<file path="src/rtl/pipe_reg_fifo.sv">
// pipe_reg_fifo: DEPTH-entry elastic pipeline stage with valid/ready handshake, flush and bubble output.
module pipe_reg_fifo #(
    parameter int CTRL_WIDTH = 34,
    parameter int DATA_WIDTH = 32,
    parameter int DEPTH = 2,
    localparam int CW = $clog2(DEPTH + 1),
    localparam int PW = DEPTH > 1 ? $clog2(DEPTH) : 1
) (
    input  logic                  clk,
    input  logic                  rset,
    input  logic                  flush,
    input  logic                  in_valid,
    output logic                  in_ready,
    input  logic [CTRL_WIDTH-1:0] in_ctrl,
    input  logic [DATA_WIDTH-1:0] in_data,
    output logic                  out_valid,
    input  logic                  out_ready,
    output logic [CTRL_WIDTH-1:0] out_ctrl,
    output logic [DATA_WIDTH-1:0] out_data,
    output logic [CW-1:0]         count
);
    logic [CTRL_WIDTH-1:0] ctrl_mem [DEPTH];
    logic [DATA_WIDTH-1:0] data_mem [DEPTH];
    logic [PW-1:0] rd_ptr, wr_ptr;
    logic push, pop;

    function automatic logic [PW-1:0] nxt(input logic [PW-1:0] p);
        return p == PW'(DEPTH - 1) ? '0 : p + PW'(1);
    endfunction

    // in_ready looks only at registered occupancy so downstream stalls never reach upstream combinationally
    always_comb begin
        in_ready  = !flush && count < CW'(DEPTH);
        out_valid = !flush && count != '0;
        push      = in_valid && in_ready;
        pop       = out_valid && out_ready;
        out_ctrl  = out_valid ? ctrl_mem[rd_ptr] : '0;
        out_data  = out_valid ? data_mem[rd_ptr] : '0;
    end

    always_ff @(posedge clk or negedge rset) begin
        if (!rset) begin
            count  <= '0;
            rd_ptr <= '0;
            wr_ptr <= '0;
        end else if (flush) begin
            count  <= '0;
            rd_ptr <= '0;
            wr_ptr <= '0;
        end else begin
            if (push) wr_ptr <= nxt(wr_ptr);
            if (pop) rd_ptr <= nxt(rd_ptr);
            count <= count + CW'(push) - CW'(pop);
        end
    end

    // storage is left unreset; outputs are masked whenever the stage is empty
    always_ff @(posedge clk) begin
        if (push) begin
            ctrl_mem[wr_ptr] <= in_ctrl;
            data_mem[wr_ptr] <= in_data;
        end
    end
endmodule

</file>
<file path="config.mk">
export PLATFORM = sky130hd
export DESIGN_NAME = pipe_reg_fifo
export DESIGN_NICKNAME = d
export VERILOG_FILES = /design/src/rtl/pipe_reg_fifo.sv
export SDC_FILE = /design/constraint.sdc
export NUM_CORES = 1
export LEC_CHECK = 0
export CORE_MARGIN = 2
export CORE_UTILIZATION = 45
export CTS_CLUSTER_DIAMETER = 60
export DETAILED_ROUTE_END_ITERATION = 8
export GPL_TIMING_DRIVEN = 0
export PLACE_DENSITY = 0.74
export SLEW_MARGIN = 20
export SYNTH_ARGS = -nofsm -noshare
export SYNTH_HDL_FRONTEND = slang
export SYNTH_SLANG_ARGS = --single-unit
</file>
<file path="constraint.sdc">
create_clock -name clk -period 10.43 [get_ports clk]
set_input_delay 2.086 -clock clk [delete_from_list [all_inputs] [get_ports clk]]
set_output_delay 2.086 -clock clk [all_outputs]
set_load 0.005 [all_outputs]
</file>
==> metrics.txt <==
Core Box Area about 11000 sq um; power density over cell area around 200 nW/um^2; Final Hold Viols 0; WP data arrival 4.04 ns; WHS between 0.6 and 0.7 ns; Routed Antenna Nets 0; Root Buffer clkbuf_16; initial antenna violation count 0; clk slew on worst S/H paths roughly 0.050 ns; Synth warnings 0; Clock Skew around 0.0050 ns; post-DR wirelength/cell ~16 um; Rel. slew slack 0.665; RR Startpoint count[1]$_DFF_PN0_; layout cells sized above 1 0.0956; drt first pass iters 4; Data required, critical path around 8.3 ns; Worst setup SP type primary input; Sw Share 0.229; number of global-route vias before repair around 3200; DP HPWL between 6 and 7 mm; fmax 163 MHz; Tot GR Track Use 0.164; global-route wire length before repair between 15 and 20 mm; CTS Buf Count 17; Logic pwr share 0.178; footprint of the multi-input gates between 1000 and 1500 sq um; grt total ovfl 0; fillcell total roughly 830; Seq cells post-synth 136; post-layout power ~1.5 mW; Slew @ Worst Pin ~0.5 ns; setup_tns 0 ns; Sequential Area just over 4000 sq um; Hold Crit Start wr_ptr$_DFFE_PN0P_; static leakage between 2 and 3 nW; Mean Syn Cell Area around 17 sq um; Cell Int Power around 1.1 mW; sequential fraction of the synthesis area 0.780; RD Place Congestion a little over 0.7; Post-Layout Cell Count 624; Total Wirelength just under 10 mm; Distinct cells, synth 19; routed vias/inst ~4.8; Clock Latency Late Sink 0.40 ns; die area between 10000 and 15000 sq um; Crit Path Max Fanout 10; Hold Path End wr_ptr$_DFFE_PN0P_; kind of end point of the critical path output port; syn nets between 300 and 400; area leader, netlist edfxtp_1; VDD IR-drop max 0.000112 V; via count about 3000; # diodes 0; CTS tree done; Hold WC Path Type flip-flop to flip-flop; clk buf depth 2; Setup Crit Path Kind primary input to output port; fin crit share 0.587; area delta synth->final 43.2%; max cap viols 0; Boundary Pins 141; fin nets roughly 540; Gates resized, CTS repair 0; die width ~110 um; DR iter-0 viols approximately 120; R2R depth 12; hold depth 2; Die Y-Extent 112 um; Sw Pwr between 0.3 and 0.4 mW; status finished, final reports clean; Clock power frac 0.378; DRC 0; top cell type's share of synthesized area 0.761; sequential fraction of design power 0.443; H-tree Lvls 4; Setup Fix Bufs, Post-CTS 0; Synth area leaders edfxtp_1, mux2i_1, nor2_1, dfrtp_1, buf_6; Mapped Cells around 310; largest net degree at the start of global routing 36; Core Util, Final 0.656; row cnt 39; RSZ-0062 raised after global routing false; clk sinks approximately 140; hold-fix buffers at CTS 0; Initial Utilization 0.458; post-synthesis instance area approximately 5200 sq um; dpl cells around 590; R2R Setup Slk slightly above 8 ns; min Tclk post-route between 6 and 7 ns; final setup fails 0; reg2reg end count[1]$_DFF_PN0_; Port Buffers 140; Pins Over Slew Limit 0
flip-flops by register name (all words and copies together) (netlist names):
name	count
count	2
ctrl_mem	68
data_mem	64
rd_ptr	1
wr_ptr	1
per-stage QoR:
stage | instance area [sq um] | setup slack [ns]
3_5_place_dp | 6900 | 4.28
6_report | 7460 | 4.30
5_1_grt | 7460 | 4.19
3_3_place_gp | 6790 | 2.65
2_1_floorplan | 5210 | 4.82
4_1_cts | 7460 | 4.27
worst max-delay path by stage:
stage | startpoint | end | slack [ns] | depth (start not counted)
2_1_floorplan | flush | ctrl_mem[0][0]$_DFFE_PP_ | 4.82 | 3
4_1_cts | flush | out_ctrl[28] | 4.27 | 6
3_5_place_dp | flush | out_ctrl[28] | 4.28 | 6
5_1_grt | flush | out_ctrl[31] | 4.19 | 6
6_report | flush | out_ctrl[16] | 4.30 | 6
3_3_place_gp | flush | data_mem[0][26]$_DFFE_PP_ | 2.65 | 4
kinds of logic (layout without fill, tap and decap cells):
family | count (synthesis) | after routing | synth area share
AOI/OAI and AO/OA | 1 | 1 | 0.000960
muxes | 66 | 66 | 0.127
and+or+nand+nor | 78 | 78 | 0.0589
xor gates and xnor gates | 4 | 4 | 0.00673
adders and majority gates | 2 | 2 | 0.00480
DFF | 136 | 136 | 0.780
buffers and inverters | 18 | 194 | 0.0214
worst max-delay path, stage by stage:
cell and delay [ns]:
clkdlybuf4s50_1 0.54, or2_1 0.27, buf_2 0.15, clkbuf_1 0.24, nor2_1 0.22, clkdlybuf4s50_1 0.53
power by group through the flow:
stage	combinational [mW]	clock [mW]	sequential (mW)
finish	0.262	0.556	0.652
detailed placement	0.265	0	0.663
global placement	0.251	0	0.666
global route	0.284	0.596	0.655
CTS	0.267	0.567	0.652
floorplan	0.129	0	0.663
cells in the mapped netlist:
| cell type | number |
|---|---|
| and2b_1 | 1 |
| xor2_1 | 2 |
| buf_2 | 8 |
| mux2i_1 | 66 |
| o21ai_0 | 1 |
| ha_1 | 2 |
| buf_4 | 1 |
| and2_1 | 1 |
| edfxtp_1 | 132 |
| nor2b_1 | 1 |
| dfrtp_1 | 4 |
| xnor2_1 | 2 |
| clkbuf_1 | 3 |
| buf_6 | 4 |
| inv_1 | 2 |
| and3_1 | 1 |
| or2_1 | 1 |
| nand2_1 | 1 |
| nor2_1 | 72 |
cell type report:
cell class,count,area share
Sequential cell,136,0.545
Tap cell,143,0.0240
Clock buffer,18,0.0576
Multi-Input combinational cell,151,0.140
Timing Repair Buffer,144,0.201
Clock inverter,14,0.0178
Inverter,2,0.00101
Buffer,16,0.0139
metal layers:
layer | global-route usage | vias up | part of all wire
met5 | 0 | - | 0
met4 | 0.0519 | 0 | 0.0086
met3 | 0.0621 | 7 | 0.071
met2 | 0.274 | 104 | 0.50
met1 | 0.201 | 1457 | 0.42
li1 | - | 1447 | -
layout by cell type, fill, tap and decap left out, types with 2 or more instances in the layout:
master | netlist | routed
buf_12 | 0 | 2
buf_16 | 0 | 2
buf_2 | 8 | 8
buf_6 | 4 | 4
bufinv_16 | 0 | 2
clkbuf_1 | 3 | 4
clkbuf_16 | 0 | 17
clkdlybuf4s50_1 | 0 | 140
clkinv_1 | 0 | 4
clkinv_2 | 0 | 2
clkinvlp_4 | 0 | 4
dfrtp_1 | 4 | 4
edfxtp_1 | 132 | 132
ha_1 | 2 | 2
inv_1 | 2 | 2
mux2i_1 | 66 | 66
nor2_1 | 72 | 71
xnor2_1 | 2 | 2
xor2_1 | 2 | 2
Note: power is estimated with default switching activity, not from simulation.
